<file path="src/rtl/or_gate_bist_if.sv">
// Bus between the BIST sequencer and the OR logic unit it exercises.
//   dut_a, dut_b : operands driven by the sequencer (master)
//   dut_c        : OR result returned by the logic unit (slave)
//   dut_zero     : zero flag returned by the logic unit (slave)
interface or_gate_bist_if #(
   parameter int unsigned WIDTH = 20
);
   logic [WIDTH-1:0] dut_a;
   logic [WIDTH-1:0] dut_b;
   logic [WIDTH-1:0] dut_c;
   logic             dut_zero;

   modport master (
      output dut_a,
      output dut_b,
      input  dut_c,
      input  dut_zero
   );

   modport slave (
      input  dut_a,
      input  dut_b,
      output dut_c,
      output dut_zero
   );
endinterface

</file>
<file path="src/rtl/or_gate_bist.sv">
// Built-in self-test sequencer for the OR logic unit. Each iteration drives a pair of
// LFSR operands (DRIVE), then checks the unit's c/zero against a|b (CHECK).
//   clk, rst   : clock, synchronous active-high reset
//   start      : begin a run (sampled only when idle)
//   busy       : run in progress
//   done       : one-cycle pulse at the end of a run
//   pass       : last run had no mismatches, held until the next start
//   err_count  : mismatching iterations, saturating
//   fail_index : first failing iteration, all-ones if none
//   lu         : operand/result bus to the logic unit (master side)
module or_gate_bist #(
   parameter int unsigned      WIDTH     = 20,
   parameter int unsigned      NUM_ITERS = 10,
   parameter logic [WIDTH-1:0] SEED      = 20'h0C128
) (
   input  logic                clk,
   input  logic                rst,
   input  logic                start,
   output logic                busy,
   output logic                done,
   output logic                pass,
   output logic [15:0]         err_count,
   output logic [15:0]         fail_index,
   or_gate_bist_if.master      lu
);

   typedef enum logic [1:0] {StIdle, StDrive, StCheck} state_e;

   // Only reachable when NUM_ITERS > 0, so the wrap for zero is harmless.
   localparam logic [15:0] LastIter = 16'(NUM_ITERS - 1);

   state_e           state_q, state_d;
   logic             busy_q, busy_d;
   logic             done_q, done_d;
   logic             pass_q, pass_d;
   logic [15:0]      err_q, err_d;
   logic [15:0]      fail_q, fail_d;
   logic [15:0]      iter_q, iter_d;
   logic [WIDTH-1:0] a_q, a_d;
   logic [WIDTH-1:0] b_q, b_d;
   logic [WIDTH-1:0] lfsr_q, lfsr_d;
   logic [WIDTH-1:0] expected;
   logic             mismatch;

   // Fibonacci LFSR, x^20 + x^17 + 1.
   function automatic logic [WIDTH-1:0] lfsr_step(input logic [WIDTH-1:0] l);
      return {l[WIDTH-2:0], l[WIDTH-1] ^ l[WIDTH-4]};
   endfunction

   always_ff @(posedge clk) begin
      if (rst) begin
         state_q <= StIdle;
         busy_q  <= 1'b0;
         done_q  <= 1'b0;
         pass_q  <= 1'b0;
         err_q   <= '0;
         fail_q  <= '1;
         iter_q  <= '0;
         a_q     <= '0;
         b_q     <= '0;
         lfsr_q  <= SEED;
      end else begin
         state_q <= state_d;
         busy_q  <= busy_d;
         done_q  <= done_d;
         pass_q  <= pass_d;
         err_q   <= err_d;
         fail_q  <= fail_d;
         iter_q  <= iter_d;
         a_q     <= a_d;
         b_q     <= b_d;
         lfsr_q  <= lfsr_d;
      end
   end

   always_comb begin
      state_d  = state_q;
      busy_d   = busy_q;
      done_d   = 1'b0;
      pass_d   = pass_q;
      err_d    = err_q;
      fail_d   = fail_q;
      iter_d   = iter_q;
      a_d      = a_q;
      b_d      = b_q;
      lfsr_d   = lfsr_q;
      expected = '0;
      mismatch = 1'b0;
      unique case (state_q)
         StIdle: begin
            if (start) begin
               lfsr_d = SEED;
               err_d  = '0;
               fail_d = '1;
               iter_d = '0;
               pass_d = 1'b0;
               if (NUM_ITERS == 0) begin
                  done_d = 1'b1;
                  pass_d = 1'b1;
               end else begin
                  busy_d  = 1'b1;
                  state_d = StDrive;
               end
            end
         end
         StDrive: begin
            a_d     = lfsr_q;
            b_d     = lfsr_step(lfsr_q);
            lfsr_d  = lfsr_step(lfsr_step(lfsr_q));
            state_d = StCheck;
         end
         StCheck: begin
            expected = a_q | b_q;
            mismatch = (lu.dut_c != expected) || (lu.dut_zero != (expected == '0));
            if (mismatch) begin
               if (err_q != 16'hFFFF) begin
                  err_d = err_q + 16'd1;
               end
               if (fail_q == 16'hFFFF) begin
                  fail_d = iter_q;
               end
            end
            iter_d = iter_q + 16'd1;
            if (iter_q == LastIter) begin
               busy_d  = 1'b0;
               done_d  = 1'b1;
               pass_d  = (err_q == 16'd0) && !mismatch;
               state_d = StIdle;
            end else begin
               state_d = StDrive;
            end
         end
         default: state_d = StIdle;
      endcase
   end

   assign busy       = busy_q;
   assign done       = done_q;
   assign pass       = pass_q;
   assign err_count  = err_q;
   assign fail_index = fail_q;
   assign lu.dut_a   = a_q;
   assign lu.dut_b   = b_q;

endmodule

</file>
<file path="src/flat_wrapper.sv">
// flat-port wrapper written by rule: the top's interface ports become plain ports
module or_gate_bist_flat 
#(
   parameter int unsigned      WIDTH     = 20,
   parameter int unsigned      NUM_ITERS = 10,
   parameter logic [WIDTH-1:0] SEED      = 20'h0C128
)
  (clk, rst, start, busy, done, pass, err_count, fail_index, lu_dut_a, lu_dut_b, lu_dut_c, lu_dut_zero);
  or_gate_bist_if #(.WIDTH(WIDTH)) lu_i ();
  input  logic clk;
  input  logic rst;
  input  logic start;
  output logic busy;
  output logic done;
  output logic pass;
  output logic [15:0] err_count;
  output logic [15:0] fail_index;
  output wire logic [$bits(lu_i.dut_a)-1:0] lu_dut_a;
  output wire logic [$bits(lu_i.dut_b)-1:0] lu_dut_b;
  input wire logic [$bits(lu_i.dut_c)-1:0] lu_dut_c;
  input wire logic [$bits(lu_i.dut_zero)-1:0] lu_dut_zero;
  assign lu_dut_a = lu_i.dut_a;
  assign lu_dut_b = lu_i.dut_b;
  assign lu_i.dut_c = lu_dut_c;
  assign lu_i.dut_zero = lu_dut_zero;
  or_gate_bist #(.WIDTH(WIDTH), .NUM_ITERS(NUM_ITERS), .SEED(SEED)) u_core (.clk(clk), .rst(rst), .start(start), .busy(busy), .done(done), .pass(pass), .err_count(err_count), .fail_index(fail_index), .lu(lu_i));
endmodule
</file>
<file path="config.mk">
export PLATFORM = sky130hd
export DESIGN_NAME = or_gate_bist_flat
export DESIGN_NICKNAME = d
export VERILOG_FILES = /design/src/rtl/or_gate_bist_if.sv /design/src/rtl/or_gate_bist.sv /design/src/flat_wrapper.sv
export SDC_FILE = /design/constraint.sdc
export NUM_CORES = 1
export LEC_CHECK = 0
export ABC_AREA = 1
export BUFFER_PORTS_ARGS = -buffer_cell sky130_fd_sc_hd__buf_2
export CAP_MARGIN = 40
export CORE_MARGIN = 8
export CORE_UTILIZATION = 40
export CTS_BUF_LIST = sky130_fd_sc_hd__clkbuf_8 sky130_fd_sc_hd__clkbuf_16
export DETAILED_ROUTE_END_ITERATION = 10
export GPL_TIMING_DRIVEN = 0
export SYNTH_ARGS = -nofsm -noshare
export SYNTH_HDL_FRONTEND = slang
export SYNTH_SLANG_ARGS = --single-unit
</file>
<file path="constraint.sdc">
create_clock -name clk -period 2 [get_ports clk]
set_clock_uncertainty 0.15 [all_clocks]
set_input_delay 0.1 -clock clk [delete_from_list [all_inputs] [get_ports clk]]
set_output_delay 0.1 -clock clk [all_outputs]
set_load 0.005 [all_outputs]
</file>
# Yosys cells after proc, flatten, opt, wreduce, memory -nomap -nowiden
# Cells that the tools add are included.
[op_classes]
n_mux = 21
reduce_logical = 14
n_eq_ne = 12
n_addsub = 2
bitwise = 4
[ops]
columns = ["operator", "count"]
rows = [
  ["$mux 16", 6],
  ["$pmux 16 s2", 3],
  ["$pmux 20 s2", 1],
  ["$add 16x1->16 const B", 2],
  ["$logic_not 20->1", 1],
  ["$mux 20", 1],
  ["$ne 20x20->1", 1],
  ["$or 20x20->20", 1],
  ["$eq 16x16->1 const B", 1],
  ["$eq 16x4->1 const B", 1],
  ["$logic_not 16->1", 1],
  ["$ne 16x16->1 const B", 1],
  ["$ne 2x1->1 const B", 4],
  ["$reduce_and 4->1", 2],
  ["$mux 1", 6],
  ["$pmux 2 s3", 1],
  ["$pmux 1 s2", 2],
  ["$reduce_and 2->1", 2],
  ["$reduce_bool 2->1", 2],
  ["$reduce_and 3->1", 1],
  ["$eq 2x1->1 const B", 1],
  ["$eq 2x2->1 const B", 1],
  ["$logic_not 2->1", 1],
  ["$mux 2", 1],
  ["other kinds (8)", 9],
]
[totals]
inputBits = 24
register_bits = 113

# Longest topological paths before layout
[depth]
word_depth = 8
depth_mapped = 12
ltp_nobuf = 11

# Worst setup path after synthesis
# OpenSTA, ideal clock, no wires.
[synth_path]
path_kind = "register to register"
start = "reg u_core.err_q[0], in the netlist u_core.err_count[0]"
end = "reg u_core.err_q[11], in the netlist u_core.err_count[11]"
path_stages_with_launch = 12
setup_time_ps = 115
slack_ps = 104
n_path_buf = 1
arrival_time_ps = 1631
cell_sequence = "dfxtp_1 -> ha_1 -> nand2_1 -> nor2_2 -> nand2_2 -> nor2_4 -> nand3_2 -> nor2_2 -> a21oi_4 -> buf_6 -> a21oi_1 -> nor2_1"
[synth_between]
elab_chain_len = 4
[synth_rtl]
columns = ["item", "line_no", "text"]
rows = [
  ["start: declaration", "or_gate_bist.sv:36", "logic [15:0] err_q, err_d;"],
  ["start signal: assignment", "or_gate_bist.sv:67", "err_q <= err_d;"],
  ["$add 16x1->16", "or_gate_bist.sv:117", "err_d = err_q + 16'd1;"],
  ["$mux 16", "or_gate_bist.sv:116", "if (err_q != 16'hFFFF) begin"],
  ["$mux 16", "or_gate_bist.sv:115", "if (mismatch) begin"],
  ["$pmux 16 s2", "or_gate_bist.sv:89", "unique case (state_q)"],
]
# Parallel ways exist; a longest one is shown, timed or not. The select of a mux whose other input is x is not followed.
# A chain may end at the register's enable or synchronous reset.

# Worst setup path after layout
[layout_path]
start = "reg u_core.b_q[7], in the netlist u_core.lu.dut_b[7]"
end = "reg u_core.err_q[6], in the netlist u_core.err_count[6]"
[layout_between]
elab_chain_len = 6
[layout_rtl]
columns = ["item", "line_no", "text"]
rows = [
  ["start: declaration", "or_gate_bist.sv:40", "logic [WIDTH-1:0] b_q, b_d;"],
  ["start signal: assignment", "or_gate_bist.sv:60", "b_q <= '0;"],
  ["start signal: assignment", "or_gate_bist.sv:71", "b_q <= b_d;"],
  ["$or 20x20->20 *", "or_gate_bist.sv:113", "expected = a_q | b_q;"],
  ["$logic_not 20->1", "or_gate_bist.sv:114", "mismatch = (lu.dut_c != expected) || (lu.dut_zero != (expected == '0));"],
  ["$ne 1x1->1", "or_gate_bist.sv:114", ""],
  ["$logic_or 1x1->1 *", "or_gate_bist.sv:114", ""],
  ["$ne 2x1->1 (no source line) *", "-", ""],
  ["$reduce_and 4->1 (no source line) *", "-", ""],
]
# Mark *: on every way between the ends. The rest lies on a longest branch, timed or not.

==> flow_summary.toml <==
[sta]
hold_viol = 1
setup_viol = 0
fmax_mhz = 510
finalMaxSlewViolations = 0
min_period_ns = 1.96
slew_headroom_pct = 58.4
rsz0062_at_grt = "true"
whs_ns = -0.00478
tightest_slew_ns = 0.624
post-route-period-util_pct = 98.0

[placement]
place_congestion = 0.908
port_buffers = 98
dpl.hpwl_um = 11100

[setup_path]
regToRegStartpoint = "u_core.lu.dut_b[7]"
crit_buf_inv = 1
slowest_delay_ns = 0.37
required_ns = 2.13
critical_path.most_common_cell = "nand2_1"
cp-end-kind = "flop"
path_cells = "o21bai_1 -> nand2_1 -> nor2_2 -> nand2_2 -> nor2_4 -> nand4_4 -> clkbuf_16 -> nand3_2 -> nand2_1 -> nor2_1"
crit_path_start_kind = "flop"
cp_top_family = "simple AND/OR/NAND/NOR gates"
ff2ff_setup_slack_ns = 0.04
reg2reg_to = "u_core.err_count[6]"
arrival_ns = 2.09
cp_max_fo = 7
cp-startpoint = "u_core.lu.dut_b[7]"
critical-path-slowest-cell = "dfxtp_4"
reg2reg_depth = 10
crit_type = "reg2reg"

[yosys]
synth_top_area_share_pct = 38.0
synth-edff-count = 0
yosysUniqueCellTypes = 40
async_reset_ff_share_pct = 0
syn_avg_cell_area_um2 = 6.69
synth_nets = 769
ys_ff_latch = 94
syn_area_um2 = 4960
yosysTopAreaCell = "dfxtp_1"
synth_ff_type = "dfxtp_1"
yosysSeqAreaShare_pct = 38.0
synth_cells = 741
ys_top_cells_by_area = "dfxtp_1 38%, nand2_1 16%, nand3_1 7.6%"
ys_warn_count = 0

[routing]
via_per_inst = 5.16
first_pass_iters = 5
drt-initial-drc-count = 399
drt-total-wl_um = 15800
routedWlPerCell_um = 15.0
ant_nets = 0
vias = 5431
route.detailed.drc = 0

[die]
io_pins = 99
die_area_um2 = 16200
start_util_pct = 41.1
rows = 40
die_height_um = 127
core_um2 = 12100
die_w_um = 127

[power_and_ir_drop]
finalPower_mw = 4.58
p_per_area_nw_per_um2 = 691
vdd_ir_drop_max_mv = 0.366
p_leak_nw = 2.91

[global_routing]
grt_pass1_wl_um = 23800
grt_remaining_overflow = 0
grtUsageTotal_pct = 18.1
grt_antenna_before_repair = 0
grt_max_degree = 15
grt_pass1_vias = 4827

[status]
status = "finished with violations"
violations = "hold timing"

[clock_tree]
path_clk_slew_ns = 0.07
numCtsBuffers = 9
tritoncts = "done"
insertion_delay_ns = 0.35
hold_buffers = 0
cts.sinks = 94
cts-root-buf = "clkbuf_16"
htree_levels = 3
cts_buffer_depth = 2

[flow_run]
drv_cap = 0

[finish]
multiInputGateArea_um2 = 2900
fillers = 1193
drive_gt1_share_pct = 31.0
nets = 908
n_antenna_cell = 0
seqCellArea_um2 = 1950
syn_to_final_growth_pct = 33.6
final_util_pct = 54.9

[worst_hold_path]
min_from = "start"
hold_class = "in2reg"
whs_path_depth = 3
hold_end = "u_core.state_q[0]"
-- power by group --
group	total, mW	internal [mW]	switching (mW)
Sequential	2.08	1.96	0.116
Clock	1.62	0.897	0.719
Combinational	0.883	0.382	0.501
-- cell usage in the layout, fill, tap and decap left out, drive strengths merged, types with 2 or more instances in the layout --
master / netlist / routed
nand3: 80 / 80
dfxtp: 94 / 94
o21ai: 29 / 29
xor2: 2 / 2
clkinv: 1 / 3
clkbuf: 13 / 25
buf: 32 / 158
a21oi: 72 / 72
nand4: 16 / 17
nand2: 214 / 214
clkinvlp: 0 / 2
nor3: 7 / 7
or2: 4 / 4
o21bai: 14 / 14
nor2: 91 / 91
inv: 48 / 48
a211oi: 2 / 2
nor4: 4 / 4
o211ai: 4 / 4
ha: 4 / 4
-- sequential cells by signal, summed over array words and instances, names as in the netlist, 2 cells and up --
signal / flops
u_core.fail_index: 16
u_core.err_count: 16
u_core.lu.dut_b: 19
u_core.state_q: 2
u_core.lu.dut_a: 2
u_core.lfsr_q: 20
u_core.iter_q: 16
-- logic make-up (layout without fill, tap and decap cells) --
group,count (synthesis),after routing,share of synthesized area [%]
compound gates,127,127,14.5
xor+xnor,3,3,0.530
fa+ha+maj,4,4,1.01
buf+inv,94,236,9.31
flops,94,94,38.0
simple gates,419,420,36.7
-- worst max-delay path by stage --
| stage | slack, ns | endpoint | cells after the start |
|---|---|---|---|
| 2_1_floorplan | 0.10 | u_core.err_count[11] | 11 |
| 3_3_place_gp | -0.18 | u_core.err_count[1] | 11 |
| 3_5_place_dp | -0.21 | u_core.err_count[11] | 11 |
| 4_1_cts | -0.01 | u_core.err_count[11] | 11 |
| 5_1_grt | -0.04 | u_core.err_count[4] | 11 |
| 6_report | 0.04 | u_core.err_count[6] | 10 |
-- worst register-to-register path, cell delays in order, from the launching register on --
cell	delay (ns)
dfxtp_4	0.37
o21bai_1	0.14
nand2_1	0.08
nor2_2	0.17
nand2_2	0.09
nor2_4	0.17
nand4_4	0.26
clkbuf_16	0.26
nand3_2	0.06
nand2_1	0.05
nor2_1	0.09
-- per-layer routing --
metal  global-route usage [%]  part of all wire (%)  vias up
met5                        0                     0        -
met4                     6.30                   1.6        0
met3                     3.49                   5.3       23
met2                     30.2                    49      158
met1                     22.7                    44     2533
li1                         -                     -     2717
-- area by class of cell --
| class | instances | share of cell area (%) |
|---|---|---|
| Inverter | 49 | 2.97 |
| Clock buffer | 11 | 3.82 |
| Tap cell | 168 | 3.17 |
| Buffer | 45 | 4.53 |
| Sequential cell | 94 | 29.4 |
| Multi-Input combinational cell | 554 | 43.7 |
| Timing Repair Buffer | 127 | 12.0 |
| Clock inverter | 4 | 0.359 |
-- cell usage after synthesis (5+ instances only) --
cell	instances
nand3_2	5
o21ai_0	29
buf_2	6
buf_4	19
clkbuf_1	13
nand4_1	15
nor2_1	86
nand2_1	210
a21oi_1	70
o21bai_1	14
nand3_1	75
dfxtp_1	94
nor3_1	7
inv_1	44
-- through the flow --
stage	instance area [um^2]	setup WS, ns	hold WS [ns]	instances	TNS [ns]
2_1_floorplan	4960	0.104	0.211	741	0
3_3_place_gp	5660	-0.180	0.294	1007	-4.73
3_5_place_dp	5660	-0.208	0.293	1007	-5.39
4_1_cts	6040	-0.0125	0.0688	1029	-0.0187
5_1_grt	6620	-0.0429	0.00379	1052	-0.750
6_report	6620	0.0397	-0.00478	1052	0
-- timing repair --
| action | CTS | global route |
|---|---|---|
| setup buffers | 5 | 18 |
| gates cloned | 2 | 5 |
| endpoints found under the setup margin | 34 | 46 |
| resized for setup | 23 | 110 |
| pin swaps | 4 | 29 |
Note: power is estimated with default switching activity, not from simulation.
